## src/rtl/seg7_pkg.sv

```systemverilog
// Shared definitions for the seven-segment scan encoder/decoder pair.
package seg7_pkg;

  // Active-low segment patterns, bit 0 = a ... bit 6 = g.
  localparam logic [6:0] Seg0 = 7'h40;
  localparam logic [6:0] Seg1 = 7'h79;
  localparam logic [6:0] Seg2 = 7'h24;
  localparam logic [6:0] Seg3 = 7'h30;
  localparam logic [6:0] Seg4 = 7'h19;
  localparam logic [6:0] Seg5 = 7'h12;
  localparam logic [6:0] Seg6 = 7'h02;
  localparam logic [6:0] Seg7 = 7'h78;
  localparam logic [6:0] Seg8 = 7'h00;
  localparam logic [6:0] Seg9 = 7'h10;
  localparam logic [6:0] SegA = 7'h08;
  localparam logic [6:0] SegB = 7'h03;
  localparam logic [6:0] SegC = 7'h46;
  localparam logic [6:0] SegD = 7'h21;
  localparam logic [6:0] SegE = 7'h06;
  localparam logic [6:0] SegF = 7'h0E;

  typedef enum logic [1:0] {StIdle, StTrack, StCapt, StHold} seg7_state_e;

  // Returns {ok, nibble}; ok = 0 for any pattern outside the table (blank included).
  function automatic logic [4:0] seg_to_hex(input logic [6:0] pat);
    logic [4:0] res;
    case (pat)
      Seg0:    res = {1'b1, 4'h0};
      Seg1:    res = {1'b1, 4'h1};
      Seg2:    res = {1'b1, 4'h2};
      Seg3:    res = {1'b1, 4'h3};
      Seg4:    res = {1'b1, 4'h4};
      Seg5:    res = {1'b1, 4'h5};
      Seg6:    res = {1'b1, 4'h6};
      Seg7:    res = {1'b1, 4'h7};
      Seg8:    res = {1'b1, 4'h8};
      Seg9:    res = {1'b1, 4'h9};
      SegA:    res = {1'b1, 4'hA};
      SegB:    res = {1'b1, 4'hB};
      SegC:    res = {1'b1, 4'hC};
      SegD:    res = {1'b1, 4'hD};
      SegE:    res = {1'b1, 4'hE};
      SegF:    res = {1'b1, 4'hF};
      default: res = 5'h00;
    endcase
    return res;
  endfunction

endpackage

```

## src/rtl/seg7_scan_decoder_if.sv

```systemverilog
// Scan-bus bundle: display lines driven by the master, decode status returned by the slave.
interface seg7_scan_decoder_if;
  logic [6:0] SWG;
  logic       AN0;
  logic       AN1;
  logic [7:0] VALUE;
  logic       VALID;
  logic       CHANGED;
  logic       ERR;
  logic       STALE;

  modport master (output SWG, AN0, AN1, input VALUE, VALID, CHANGED, ERR, STALE);
  modport slave  (input SWG, AN0, AN1, output VALUE, VALID, CHANGED, ERR, STALE);
endinterface

```

## src/rtl/seg7_settle_tracker.sv

```systemverilog
// Two-flop input stage plus settle FSM: emits one capture strobe per stable anode activation.
module seg7_settle_tracker
  import seg7_pkg::*;
#(
  parameter int unsigned SETTLE = 4
) (
  input  logic       clk_i,
  input  logic       rst_ni,
  input  logic [6:0] swg_i,
  input  logic       an0_i,
  input  logic       an1_i,
  output logic       cap_o,
  output logic       cap_idx_o,
  output logic [6:0] cap_pat_o,
  output logic       clash_o
);

  localparam int unsigned CntW = $clog2(SETTLE + 1);
  localparam logic [CntW-1:0] SettleCnt = CntW'(SETTLE);

  logic [6:0] swg_meta_q, swg_meta_d, swg_s_q, swg_s_d;
  logic [1:0] an_meta_q, an_meta_d, an_s_q, an_s_d;  // {AN1, AN0}, active-low

  seg7_state_e     state_q, state_d;
  logic            idx_q, idx_d;
  logic [6:0]      pat_q, pat_d;
  logic [CntW-1:0] cnt_q, cnt_d;

  logic both_act, one_act, act_idx;

  // Input synchroniser next-state.
  always_comb begin
    swg_meta_d = swg_i;
    swg_s_d    = swg_meta_q;
    an_meta_d  = {an1_i, an0_i};
    an_s_d     = an_meta_q;
  end

  assign both_act = (an_s_q == 2'b00);
  assign one_act  = an_s_q[0] ^ an_s_q[1];
  assign act_idx  = an_s_q[0];  // AN0 idle implies AN1 is the active one

  // Settle FSM: track a stable anode/pattern pair, strobe once, then hold until it moves.
  always_comb begin
    state_d = state_q;
    idx_d   = idx_q;
    pat_d   = pat_q;
    cnt_d   = cnt_q;
    cap_o   = 1'b0;
    clash_o = 1'b0;
    if (both_act) begin
      clash_o = 1'b1;
      state_d = StIdle;
      cnt_d   = '0;
    end else begin
      unique case (state_q)
        StIdle: begin
          if (one_act) begin
            idx_d   = act_idx;
            pat_d   = swg_s_q;
            cnt_d   = CntW'(1);
            state_d = (cnt_d >= SettleCnt) ? StCapt : StTrack;
          end
        end
        StTrack: begin
          if (!one_act) begin
            state_d = StIdle;
            cnt_d   = '0;
          end else if (act_idx == idx_q && swg_s_q == pat_q) begin
            cnt_d = cnt_q + 1'b1;
            if (cnt_d >= SettleCnt) state_d = StCapt;
          end else begin
            idx_d   = act_idx;
            pat_d   = swg_s_q;
            cnt_d   = CntW'(1);
            state_d = (cnt_d >= SettleCnt) ? StCapt : StTrack;
          end
        end
        StCapt: begin
          cap_o   = 1'b1;
          state_d = StHold;
        end
        StHold: begin
          if (!one_act) begin
            state_d = StIdle;
            cnt_d   = '0;
          end else if (act_idx != idx_q || swg_s_q != pat_q) begin
            idx_d   = act_idx;
            pat_d   = swg_s_q;
            cnt_d   = CntW'(1);
            state_d = (cnt_d >= SettleCnt) ? StCapt : StTrack;
          end
        end
        default: state_d = StIdle;
      endcase
    end
  end

  // State and synchroniser registers; reset parks the inputs at "all anodes off, blank".
  always_ff @(posedge clk_i) begin
    if (!rst_ni) begin
      swg_meta_q <= 7'h7F;
      swg_s_q    <= 7'h7F;
      an_meta_q  <= 2'b11;
      an_s_q     <= 2'b11;
      state_q    <= StIdle;
      idx_q      <= 1'b0;
      pat_q      <= 7'h7F;
      cnt_q      <= '0;
    end else begin
      swg_meta_q <= swg_meta_d;
      swg_s_q    <= swg_s_d;
      an_meta_q  <= an_meta_d;
      an_s_q     <= an_s_d;
      state_q    <= state_d;
      idx_q      <= idx_d;
      pat_q      <= pat_d;
      cnt_q      <= cnt_d;
    end
  end

  assign cap_idx_o = idx_q;
  assign cap_pat_o = pat_q;

endmodule

```

## src/rtl/seg7_scan_decoder.sv

```systemverilog
// Receive-side scan decoder: assembles two settled digits into a byte and flags events.
module seg7_scan_decoder
  import seg7_pkg::*;
#(
  parameter int unsigned SETTLE  = 4,
  parameter int unsigned TIMEOUT = 1024
) (
  input logic                 CLK,
  input logic                 RST_N,
  seg7_scan_decoder_if.slave  bus_io
);

  localparam int unsigned TmoW = $clog2(TIMEOUT + 1);
  localparam logic [TmoW-1:0] TmoMax = TmoW'(TIMEOUT);

  logic       cap, cap_idx, clash;
  logic [6:0] cap_pat;
  logic [4:0] dec;

  logic [1:0][3:0] dig_q, dig_d;
  logic [1:0]      got_q, got_d;
  logic [7:0]      value_q, value_d;
  logic            valid_q, valid_d, changed_q, changed_d, err_q, err_d;
  logic [TmoW-1:0] tmo_q, tmo_d;

  seg7_settle_tracker #(
    .SETTLE (SETTLE)
  ) u_tracker (
    .clk_i     (CLK),
    .rst_ni    (RST_N),
    .swg_i     (bus_io.SWG),
    .an0_i     (bus_io.AN0),
    .an1_i     (bus_io.AN1),
    .cap_o     (cap),
    .cap_idx_o (cap_idx),
    .cap_pat_o (cap_pat),
    .clash_o   (clash)
  );

  // Frame assembly: a frame completes in the capture cycle that fills the second digit.
  always_comb begin
    dec       = seg_to_hex(cap_pat);
    dig_d     = dig_q;
    got_d     = got_q;
    value_d   = value_q;
    valid_d   = 1'b0;
    changed_d = 1'b0;
    err_d     = clash | (cap & ~dec[4]);
    if (cap && dec[4]) begin
      dig_d[cap_idx] = dec[3:0];
      got_d[cap_idx] = 1'b1;
    end
    if (&got_d) begin
      value_d   = {dig_d[1], dig_d[0]};
      valid_d   = 1'b1;
      changed_d = (value_d != value_q);
      got_d     = '0;
    end
    if (valid_d)              tmo_d = '0;
    else if (tmo_q == TmoMax) tmo_d = tmo_q;
    else                      tmo_d = tmo_q + 1'b1;
  end

  // Output and frame registers.
  always_ff @(posedge CLK) begin
    if (!RST_N) begin
      dig_q     <= '0;
      got_q     <= '0;
      value_q   <= 8'h00;
      valid_q   <= 1'b0;
      changed_q <= 1'b0;
      err_q     <= 1'b0;
      tmo_q     <= '0;
    end else begin
      dig_q     <= dig_d;
      got_q     <= got_d;
      value_q   <= value_d;
      valid_q   <= valid_d;
      changed_q <= changed_d;
      err_q     <= err_d;
      tmo_q     <= tmo_d;
    end
  end

  assign bus_io.VALUE   = value_q;
  assign bus_io.VALID   = valid_q;
  assign bus_io.CHANGED = changed_q;
  assign bus_io.ERR     = err_q;
  assign bus_io.STALE   = (tmo_q == TmoMax);

endmodule

```

## src/flat_wrapper.sv

```systemverilog
// flat-port wrapper written by rule: the top's interface ports become plain ports
module seg7_scan_decoder_flat import seg7_pkg::*;
#(
  parameter int unsigned SETTLE  = 4,
  parameter int unsigned TIMEOUT = 1024
)
  (CLK, RST_N, bus_io_SWG, bus_io_AN0, bus_io_AN1, bus_io_VALUE, bus_io_VALID, bus_io_CHANGED, bus_io_ERR, bus_io_STALE);
  seg7_scan_decoder_if bus_io_i ();
  input logic CLK;
  input logic RST_N;
  input wire logic [$bits(bus_io_i.SWG)-1:0] bus_io_SWG;
  input wire logic [$bits(bus_io_i.AN0)-1:0] bus_io_AN0;
  input wire logic [$bits(bus_io_i.AN1)-1:0] bus_io_AN1;
  output wire logic [$bits(bus_io_i.VALUE)-1:0] bus_io_VALUE;
  output wire logic [$bits(bus_io_i.VALID)-1:0] bus_io_VALID;
  output wire logic [$bits(bus_io_i.CHANGED)-1:0] bus_io_CHANGED;
  output wire logic [$bits(bus_io_i.ERR)-1:0] bus_io_ERR;
  output wire logic [$bits(bus_io_i.STALE)-1:0] bus_io_STALE;
  assign bus_io_i.SWG = bus_io_SWG;
  assign bus_io_i.AN0 = bus_io_AN0;
  assign bus_io_i.AN1 = bus_io_AN1;
  assign bus_io_VALUE = bus_io_i.VALUE;
  assign bus_io_VALID = bus_io_i.VALID;
  assign bus_io_CHANGED = bus_io_i.CHANGED;
  assign bus_io_ERR = bus_io_i.ERR;
  assign bus_io_STALE = bus_io_i.STALE;
  seg7_scan_decoder #(.SETTLE(SETTLE), .TIMEOUT(TIMEOUT)) u_core (.CLK(CLK), .RST_N(RST_N), .bus_io(bus_io_i));
endmodule
```

## config.mk

```make
export PLATFORM = sky130hd
export DESIGN_NAME = seg7_scan_decoder_flat
export DESIGN_NICKNAME = d
export VERILOG_FILES = /design/src/rtl/seg7_pkg.sv /design/src/rtl/seg7_scan_decoder_if.sv /design/src/rtl/seg7_settle_tracker.sv /design/src/rtl/seg7_scan_decoder.sv /design/src/flat_wrapper.sv
export SDC_FILE = /design/constraint.sdc
export NUM_CORES = 1
export LEC_CHECK = 0
export ABC_AREA = 1
export CAP_MARGIN = 20
export CORE_UTILIZATION = 58
export CTS_CLUSTER_SIZE = 20
export DETAILED_ROUTE_END_ITERATION = 12
export GPL_TIMING_DRIVEN = 0
export PLACE_DENSITY = 0.78
export SYNTH_ARGS = -nofsm -noshare
export SYNTH_HDL_FRONTEND = slang
export SYNTH_SLANG_ARGS = --single-unit
```

## constraint.sdc

```tcl
create_clock -name CLK -period 2.7 [get_ports CLK]
set_clock_uncertainty 0.1 [all_clocks]
set_input_delay 0.54 -clock CLK [delete_from_list [all_inputs] [get_ports CLK]]
set_output_delay 0.54 -clock CLK [all_outputs]
set_load 0.005 [all_outputs]
```

==> results of run 1 <==
per-layer routing:
metal / global-route usage [%] / share of wire (%) / vias to the layer above
li1: - / - / 1550
met1: 30.4 / 48 / 1315
met2: 41.6 / 47 / 66
met3: 5.87 / 4.0 / 10
met4: 11.2 / 1.5 / 0
met5: 0 / 0 / -
cells in the final DEF (no fill, tap or decap), types with 2 or more instances in the layout:
cell type,n
buf_4,2
o22ai_1,6
nand3_2,2
clkinvlp_4,2
clkdlybuf4s50_1,21
nand3_1,36
nor3_1,7
inv_2,8
ha_1,4
buf_2,3
clkbuf_1,6
nand2_2,5
nand2_1,119
nor2_2,6
nor3b_1,5
inv_6,3
nor2_1,67
buf_6,2
o22ai_2,2
nor4_1,3
inv_1,57
xor2_1,7
a21oi_2,4
clkbuf_8,10
a21oi_1,8
nand4_1,8
o21ai_0,4
dfxtp_1,63
o211ai_1,8
or2_2,18
cells by family after synthesis:
group	share of synthesized area (%)
compound gates	7.22
xor+xnor	2.17
fa+ha+maj	1.55
buf+inv	10.5
flops	39.1
simple gates	39.4
worst reg2reg max path: cells and delay by family (launching register included):
family | cells | cell delay (ns)
and+or+nand+nor | 15 | 1.42
buffers and inverters | 3 | 0.38
DFF | 1 | 0.30
layout make-up:
| class | instances | area (sq um) |
|---|---|---|
| sequential | 63 | 1260 |
| fill | 441 | 1500 |
| clock buffer | 10 | 138 |
| inverter | 67 | 259 |
| timing repair buffer | 21 | 210 |
| buffer | 14 | 78.8 |
| clock inverter | 6 | 67.6 |
| tap | 70 | 87.6 |
| multi-input combinational | 326 | 1640 |
worst max path at each step:
stage                                               end  slack [ns]  cells past startpoint
finish                                     bus_io_STALE        0.18                      5
detailed placement                         bus_io_STALE        0.23                      5
floorplan           u_core.bus_io.VALUE[6]$_SDFFE_PN0P_        0.70                     17
CTS                                        bus_io_STALE        0.02                      5
global placement                           bus_io_STALE        0.29                      5
global route                               bus_io_STALE        0.07                      5
flip-flops by register name, indices dropped and copies added, names as in the netlist, named ones only:
name	count
u_core.u_tracker.swg_meta_q	7
u_core.u_tracker.state_q	1
u_core.u_tracker.swg_s_q	7
u_core.bus_io.CHANGED	1
u_core.u_tracker.cap_pat_o	7
u_core.bus_io.VALID	1
u_core.u_tracker.an_s_q	2
u_core.bus_io.VALUE	8
u_core.tmo_q	11
u_core.u_tracker.cap_idx_o	1
u_core.dig_q	8
u_core.bus_io.ERR	1
u_core.u_tracker.an_meta_q	2
u_core.got_q	2
u_core.u_tracker.cnt_q	3
metrics by stage:
| stage | instances | total power [mW] | hold slack [ns] | setup slack [ns] |
|---|---|---|---|---|
| 2_1_floorplan | 470 | 1.14 | 0.293 | 0.703 |
| 3_3_place_gp | 561 | 1.19 | 0.294 | 0.285 |
| 3_5_place_dp | 561 | 1.19 | 0.305 | 0.228 |
| 4_1_cts | 577 | 2.03 | 0.319 | 0.0162 |
| 5_1_grt | 577 | 2.11 | 0.339 | 0.0721 |
| 6_report | 577 | 2.02 | 0.316 | 0.180 |
what timing repair did:
item                       4_1_cts  5_1_grt
pin swaps                        0        1
setup endpoints to repair        1        1
gates resized for setup          1        1
report_power, final:
| group | total [mW] | leakage, nW | internal, mW | switching [mW] |
|---|---|---|---|---|
| clock | 0.843 | 0.0993 | 0.456 | 0.387 |
| combinational | 0.197 | 1.13 | 0.0758 | 0.121 |
| sequential | 0.981 | 0.514 | 0.959 | 0.0214 |
cell usage after synthesis:
| cell | number | area share (%) |
|---|---|---|
| o22ai_2 | 2 | 0.78 |
| nand2_1 | 119 | 14 |
| a211oi_1 | 1 | 0.23 |
| nor2_4 | 1 | 0.35 |
| or2_2 | 18 | 3.5 |
| nand3_2 | 2 | 0.62 |
| xnor2_1 | 1 | 0.27 |
| nor2_8 | 1 | 0.62 |
| o22ai_1 | 6 | 1.2 |
| nor2_2 | 6 | 1.2 |
| nor2_1 | 67 | 7.8 |
| a21oi_2 | 4 | 1.1 |
| buf_4 | 2 | 0.47 |
| buf_2 | 3 | 0.47 |
| buf_6 | 2 | 0.70 |
| ha_1 | 4 | 1.6 |
| nand4_1 | 8 | 1.6 |
| buf_1 | 1 | 0.12 |
| nand2_2 | 5 | 0.97 |
| o21ai_0 | 4 | 0.62 |
| nand2_4 | 1 | 0.35 |
| inv_2 | 8 | 0.93 |
| nor3b_1 | 5 | 1.2 |
| inv_4 | 1 | 0.19 |
| nor3_1 | 7 | 1.1 |
| dfxtp_1 | 63 | 39 |
| nor4_1 | 4 | 0.78 |
| xor2_1 | 7 | 1.9 |
| clkbuf_1 | 6 | 0.70 |
| inv_6 | 1 | 0.27 |
| o211ai_1 | 8 | 1.9 |
| a21oi_1 | 8 | 1.2 |
| inv_1 | 57 | 6.6 |
| o31ai_1 | 1 | 0.23 |
| nand3_1 | 36 | 5.6 |
==> run summary, run 1 <==
Die Wd - 76.5 microns
Register area share after synthesis - 39.1%
RSZ-0062 raised after global routing - no
Synthesized instance count - 470
Bufs on Longest Clock Path - 2
Tightest Pin Transition - 0.533 ns
Slowest CP cell - clkdlybuf4s50_1
CTS tree - built
Io pins - 23
Initial core utilization - 61.5%
Root buffer cell - clkbuf_8
Crit path launch - u_core.tmo_q[0]$_SDFFE_PP0N_
Vias after detailed routing - 2941
Status - finished, final reports clean
Antenna-violating nets left - 0
Total CTS buffers - 9
DP Area - 0.00352 sq mm
Crit Path Max Fanout - 5
Global placer's final weighted congestion - 0.897
Drt wl/cell - 11.4 microns
Initial DRC Count - 103
Worst Hold Class - reg2reg
WL final - 6.58 mm
Clock slew at the register clock pins of the worst setup and hold paths - 0.08 ns
Post-Syn Area - 0.00322 sq mm
Leakage - 1.74 nW
Fmax - 397 MHz
Final min period - 2.52 ns
CP delay by family, top - buffers and inverters
Hold Path End - u_core.u_tracker.an_s_q[0]$_SDFF_PN1_
Final Hold Vio Count - 0
Total Die Area - 0.00586 sq mm
WS Path Type - reg2out
Yosys cell types - 35
Max-slew violations - 0
First-pass GRT wire length - 11.6 mm
Yosys warning count - 0
Startpoint Class - flop
DR pass1 iterations - 5
Total track usage - 24.9%
Worst skew pair latency - 0.34 ns
Syn_area_per_cell - 6.85 sq um
Largest net degree at the start of global routing - 13
Reg2reg end - u_core.bus_io.CHANGED$_SDFF_PN0_
Net Count, Synth - 485
Synth Register Bits - 63
Initial antenna violation count - 0
Critical Path End Type - output port
Fin util - 71.4%
Site Rows - 26
Vias per cell - 5.10
Crit path DAT - 1.88 ns
Cell Pwr Density - 540 mW/mm^2
Area Growth Syn to Fin - 16.1%
Final antenna diode count - 0
Final-stage net count - 517
Remaining Overflow, GRT - 0
Die Y - 76.5 microns
Maxcap violations - 0
PortBufs - 21
Critical Path Max Stage Delay - 0.57 ns
Peak supply drop - 0.000458 V
Period utilisation layout - 93.4%
Hold_buf cts - 0
Clock tree sinks - 63
Reg-to-reg slack, setup - 0.39 ns
Post-DP HPWL - 4.92 mm
H-tree depth - 3
CP Data Required Time - 2.06 ns
Post-route cell area - 0.00374 sq mm
Worst Reg2Reg Path Length in Cells - 18
Vias in the first global route - 2808
Residual DRC - 0
Final setup violation count - 0
Worst hold path depth - 1
Slew HR - 64.5%
Layout cell share with drive strength beyond 1 - 14.6%
Final TNS setup - 0 ns
RR Startpoint - u_core.u_tracker.cap_pat_o[5]$_SDFFE_PN1P_
Hold Startpoint - u_core.u_tracker.an_meta_q[0]$_SDFF_PN1_
CP bufs+invs - 2
Cell Chain, Critical Path - inv_1 -> ha_1 -> nand4_1 -> nor4_4 -> clkdlybuf4s50_1
Core Area - 0.00524 sq mm
Setup bufs post-CTS - 0
Power figures use the tool's default switching activity.
==> inputs of run 2 (changes only) <==
SYNTH_HIERARCHICAL = 1   (was default)
==> run 2 against run 1 <==
Synthesized cell count is 2.8% higher. Register-to-register slack improved by 0.05 ns. Via count down 1.1%. Clock-buffer cell count rose by 1. Critical path depth grew 1. Cell area is 0.64% higher. Combinational power is 20% higher. Sequential share of layout area is 0.21 points lower. Clock power is 4.6% lower. Maximum frequency increased by 3.3%. Non-clock buffer count is 6 lower. Die area is 1.1% higher.
==> run summary, run 2 <==
Max reg flops - 11
Reg2reg end - u_core/bus_io.CHANGED$_SDFF_PN0_
WL final - 6.38 mm
Hold_buf cts - 0
Reg-to-reg slack, setup - 0.44 ns
Die Wd - 76.9 microns
Setup bufs post-CTS - 0
Maxcap violations - 0
CTS tree - built
Ys flop type - dfxtp_1
Vias per cell - 4.92
Vias after detailed routing - 2908
Total CTS buffers - 9
FFs w/ async S/R, synth - 0%
Critical Path End Type - output port
Residual DRC - 0
CP Data Required Time - 2.06 ns
Worst Hold Class - reg2reg
Final min period - 2.44 ns
Post-cts sizing count - 0
Initial core utilization - 61.8%
Area share of the leading cell type in the synthesized netlist - 38.7%
Worst Reg2Reg Path Length in Cells - 15
Crit path DAT - 1.80 ns
Net Count, Synth - 498
Total Die Area - 0.00592 sq mm
Area Growth Syn to Fin - 15.6%
Global placer's final weighted congestion - 0.881
Final Hold Vio Count - 0
Max-slew violations - 0
Fmax - 410 MHz
Cell Pwr Density - 543 mW/mm^2
Yosys cell types - 37
Leakage - 1.90 nW
Crit path launch - u_core/tmo_q[0]$_SDFFE_PP0N_
Final antenna diode count - 0
Most common cell after layout, fill and taps aside - nand2_1
Final setup violation count - 0
WS Path Type - reg2out
Die Y - 76.9 microns
Post-synth top cells - nand2_1 (171), dfxtp_1 (63), inv_1 (61), nor2_1 (53)
Dominant cell type by area after synthesis - dfxtp_1
Period utilisation layout - 90.3%
Io pins - 23
Fin util - 71.4%
Post-Syn Area - 0.00326 sq mm
Syn_area_per_cell - 6.74 sq um
Final-stage net count - 531
Vias in the first global route - 2749
Crit path to - bus_io_STALE
Layout cell share with drive strength beyond 1 - 15.4%
Yosys warning count - 6
Synth Register Bits - 63
RSZ-0062 raised after global routing - no
Clock slew at the register clock pins of the worst setup and hold paths - 0.07 ns
Peak supply drop - 0.000532 V
Root buffer cell - clkbuf_8
Register area share after synthesis - 38.7%
Largest Register - u_core/tmo_q
Initial antenna violation count - 0
Site Rows - 26
EDFF count, synth - 0
Largest cells by area after synthesis - dfxtp_1 (39%), nand2_1 (20%), inv_1 (7.0%)
Hold Startpoint - u_core/u_tracker/swg_meta_q[5]$_SDFF_PN1_
Synthesized instance count - 483
Clock tree sinks - 63
Worst skew pair latency - 0.33 ns
PortBufs - 22
Final TNS setup - 0 ns
Commonest cells after routing, fill and taps aside - nand2_1 (171), dfxtp_1 (63), inv_1 (61), nor2_1 (53), clkdlybuf4s50_1 (22)
Slew HR - 74.4%
First-pass GRT wire length - 11.4 mm
Remaining Overflow, GRT - 0
Initial DRC Count - 139
Startpoint Class - flop
Total track usage - 24.3%
Antenna-violating nets left - 0
Drt wl/cell - 10.8 microns
Bufs on Longest Clock Path - 2
RR Startpoint - u_core/u_tracker/cap_pat_o[4]$_SDFFE_PN1P_
Post-DP HPWL - 4.71 mm
Largest net degree at the start of global routing - 12
DR pass1 iterations - 4
Tightest Pin Transition - 0.381 ns
Crit Path Max Fanout - 4
Core Area - 0.00527 sq mm
Status - finished, final reports clean
Count leader, synth - nand2_1
Worst hold path depth - 1
H-tree depth - 3
run 2: cell types whose count changed in the layout (fill, tap and decap cells not counted), sizes merged, moves of 4 or more:
| cell | before | now |
|---|---|---|
| a21oi | 12 | 7 |
| nand2 | 125 | 180 |
| nand3 | 38 | 21 |
| nand4 | 8 | 2 |
| nor2 | 75 | 63 |
| nor3b | 5 | 0 |
| xnor2 | 1 | 5 |
| xor2 | 7 | 3 |
run 2: metrics by stage:
stage / instances / hold WS (ns) / setup WS (ns) / instance area (sq um) / power [mW]
after global placement: 575 / 0.295 / 0.247 / 3560 / 1.25
after CTS: 591 / 0.305 / 0.229 / 3760 / 2.07
after global routing: 591 / 0.310 / 0.0961 / 3760 / 2.16
after floorplan: 483 / 0.293 / 0.799 / 3260 / 1.20
final: 591 / 0.308 / 0.261 / 3760 / 2.04
after detailed placement: 575 / 0.300 / 0.247 / 3560 / 1.26
run 2: worst max-delay path: stages (launching register included):
cell             delay [ns]
dfxtp_1                0.34
inv_1                  0.08
ha_1                   0.15
nand2_1                0.06
nor3_1                 0.12
and3_1                 0.22
clkdlybuf4s50_1        0.51
run 2: power breakdown:
part           switching [mW]  internal (mW)
clock network           0.353          0.451
registers              0.0391          0.964
logic                   0.142         0.0934
run 2: worst min-delay path by stage:
stage                                                   endpoint  slack (ns)
after global routing      u_core/u_tracker/swg_s_q[5]$_SDFF_PN1_        0.31
after floorplan            u_core/u_tracker/an_s_q[0]$_SDFF_PN1_        0.29
final                     u_core/u_tracker/swg_s_q[5]$_SDFF_PN1_        0.31
after detailed placement  u_core/u_tracker/swg_s_q[1]$_SDFF_PN1_        0.30
after CTS                 u_core/u_tracker/swg_s_q[5]$_SDFF_PN1_        0.31
after global placement     u_core/u_tracker/an_s_q[0]$_SDFF_PN1_        0.29
run 2: cell type report:
cell class                 count  area [sq um]
sequential                    63          1260
tap                           70          87.6
clock inverter                 5          57.6
clock buffer                  11           141
timing repair buffer          22           220
fill                         463          1510
buffer                         7          52.6
multi-input combinational    344          1680
inverter                      69           259
run 2: routing by layer:
layer  wire, microns  track usage (%)
met1            2990             28.9
met2            3070             41.3
met3             273             7.98
met4              39             7.31
met5               0                0
run 2: cell families after synthesis:
family / count (synthesis) / synth area share, %
compound gates: 35 / 8.03
xor+xnor: 8 / 2.15
simple gates: 297 / 40.0
flops: 63 / 38.7
buf+inv: 76 / 9.57
fa+ha+maj: 4 / 1.54
==> inputs of run 3 (changes only) <==
CORE_MARGIN = 5   (was default)
==> run 3 against run 2 <==
Die area rose by 22%. Total power fell by 1.4%. Maximum frequency is 2.5% lower. Global-route usage down 4.7 points. Wire length increased by 0.91%. Via count increased by 0.14%. Flip-flop and latch count unchanged. Critical path depth unchanged. Register-to-register slack worse by 0.02 ns. Hold slack improved by 0.0015 ns. Core utilization is 2.7 points lower.
==> run summary, run 3 (synthesized netlist as in run 2, its figures left out) <==
Status - finished, final reports clean
FF/Latch Area - 0.00126 sq mm
Max reg flops - 11
Die Y - 84.9 microns
WL final - 6.43 mm
Post-DP HPWL - 4.67 mm
Most common cell after layout, fill and taps aside - nand2_1
WS Path Type - reg2out
Clock tree sinks - 63
Post-cts sizing count - 0
Layout cell share with drive strength beyond 1 - 15.5%
Root buffer cell - clkbuf_8
Core Area - 0.00547 sq mm
Final setup violation count - 0
Total Die Area - 0.00721 sq mm
Hold_buf cts - 0
Leakage - 1.89 nW
Worst Hold Class - reg2reg
Total track usage - 19.7%
CP delay by family, top - buffers and inverters
Vias after detailed routing - 2912
Period utilisation layout - 92.7%
Cell Pwr Density - 536 mW/mm^2
Max-slew violations - 0
Antenna-violating nets left - 0
Tightest Pin Transition - 0.456 ns
Slew HR - 69.4%
Fmax - 400 MHz
Sequential power share - 49.8%
Global placer's final weighted congestion - 0.856
Peak supply drop - 0.000377 V
Slowest CP cell - clkdlybuf4s50_1
PortBufs - 22
Commonest cells after routing, fill and taps aside - nand2_1 (171), dfxtp_1 (63), inv_1 (61), nor2_1 (53), clkdlybuf4s50_1 (22)
Multi-input logic area - 0.00168 sq mm
Final antenna diode count - 0
H-tree depth - 3
Pre-CTS WS - 0.383 ns
Combinational power share - 11.6%
Cell Chain, Critical Path - inv_1 -> ha_1 -> nand2_1 -> nor3_1 -> and3_1 -> clkdlybuf4s50_1
Vias in the first global route - 2731
Bufs on Longest Clock Path - 2
Drt wl/cell - 10.8 microns
DR pass1 iterations - 4
Residual DRC - 0
Clock share of power - 38.6%
Startpoint Class - flop
Fillcell total - 487
Final TNS setup - 0 ns
Vias per cell - 4.91
CP bufs+invs - 2
Switching Share - 27.3%
Critical Path End Type - output port
Site Rows - 27
Final min period - 2.50 ns
Area Growth Syn to Fin - 15.5%
Initial antenna violation count - 0
Total CTS buffers - 9
Internal power - 1.47 mW
Critical Path Max Stage Delay - 0.53 ns
Clock slew at the register clock pins of the worst setup and hold paths - 0.07 ns
Worst skew pair latency - 0.34 ns
Initial DRC Count - 115
Maxcap violations - 0
Final worst slack - 0.198 ns
First-pass GRT wire length - 11.6 mm
Crit path DAT - 1.86 ns
Die Wd - 84.9 microns
Largest Register - u_core/tmo_q
Setup bufs post-CTS - 0
RSZ-0062 raised after global routing - no
Remaining Overflow, GRT - 0
Initial core utilization - 59.5%
Final Hold Vio Count - 0
CTS tree - built
Io pins - 23
Switching power - 0.550 mW
Crit Path Max Fanout - 4
CP Data Required Time - 2.06 ns
Largest net degree at the start of global routing - 12
Final-stage net count - 531
-- run 3: cell types whose count changed in the layout (fill, tap and decap cells not counted), sizes merged --
cell | before | now
clkbuf | 13 | 14
bufinv | 1 | 0
clkinvlp | 0 | 2
clkinv | 4 | 2
-- run 3: worst paths after layout --
path	start	end	slack [ns]	cells after the start
setup / recovery	u_core/tmo_q[0]$_SDFFE_PP0N_	bus_io_STALE	0.20	6
hold / removal	u_core/u_tracker/swg_meta_q[0]$_SDFF_PN1_	u_core/u_tracker/swg_s_q[0]$_SDFF_PN1_	0.31	1
setup reg to reg	u_core/u_tracker/cap_pat_o[5]$_SDFFE_PN1P_	u_core/got_q[0]$_SDFF_PP0_	0.42	14
hold reg to reg	u_core/u_tracker/swg_meta_q[0]$_SDFF_PN1_	u_core/u_tracker/swg_s_q[0]$_SDFF_PN1_	0.31	1
-- run 3: metrics by stage --
stage | hold WS (ns) | instance area (sq um) | instances | total power [mW] | util [%]
floorplan | 0.293 | 3260 | 483 | 1.20 | -
global placement | 0.298 | 3570 | 577 | 1.25 | 65.2
detailed placement | 0.299 | 3570 | 577 | 1.26 | 65.2
CTS | 0.315 | 3760 | 593 | 2.03 | 68.7
global route | 0.322 | 3760 | 593 | 2.12 | 68.7
finish | 0.310 | 3760 | 593 | 2.02 | 68.7
-- run 3: cell type report --
class,count,area share [%]
tap,72,2.40
inverter,69,6.89
clock buffer,12,4.39
sequential,63,33.5
multi-input combinational,344,44.8
buffer,7,1.40
timing repair buffer,22,5.85
clock inverter,4,0.765
-- run 3: routing by layer --
metal / vias to the layer above / GRT usage [%] / routed length (microns)
li1: 1557 / - / -
met1: 1289 / 23.5 / 3030
met2: 52 / 32.5 / 3010
met3: 14 / 5.53 / 266
met4: 0 / 9.50 / 128
met5: - / 0 / 0
-- run 3: power by group through the flow --
stage	registers, mW	clock network [mW]	logic [mW]
finish	1.00	0.777	0.234
floorplan	1.01	0	0.181
detailed placement	1.02	0	0.234
global placement	1.02	0	0.227
global route	1.01	0.844	0.270
CTS	1.00	0.793	0.235
-- run 3: worst register-to-register path, delay by kind of cell (launching register included) --
family          cells  cell delay [ns]
simple gates        9             1.02
flops               1             0.48
buf+inv             4             0.36
compound gates      1             0.24
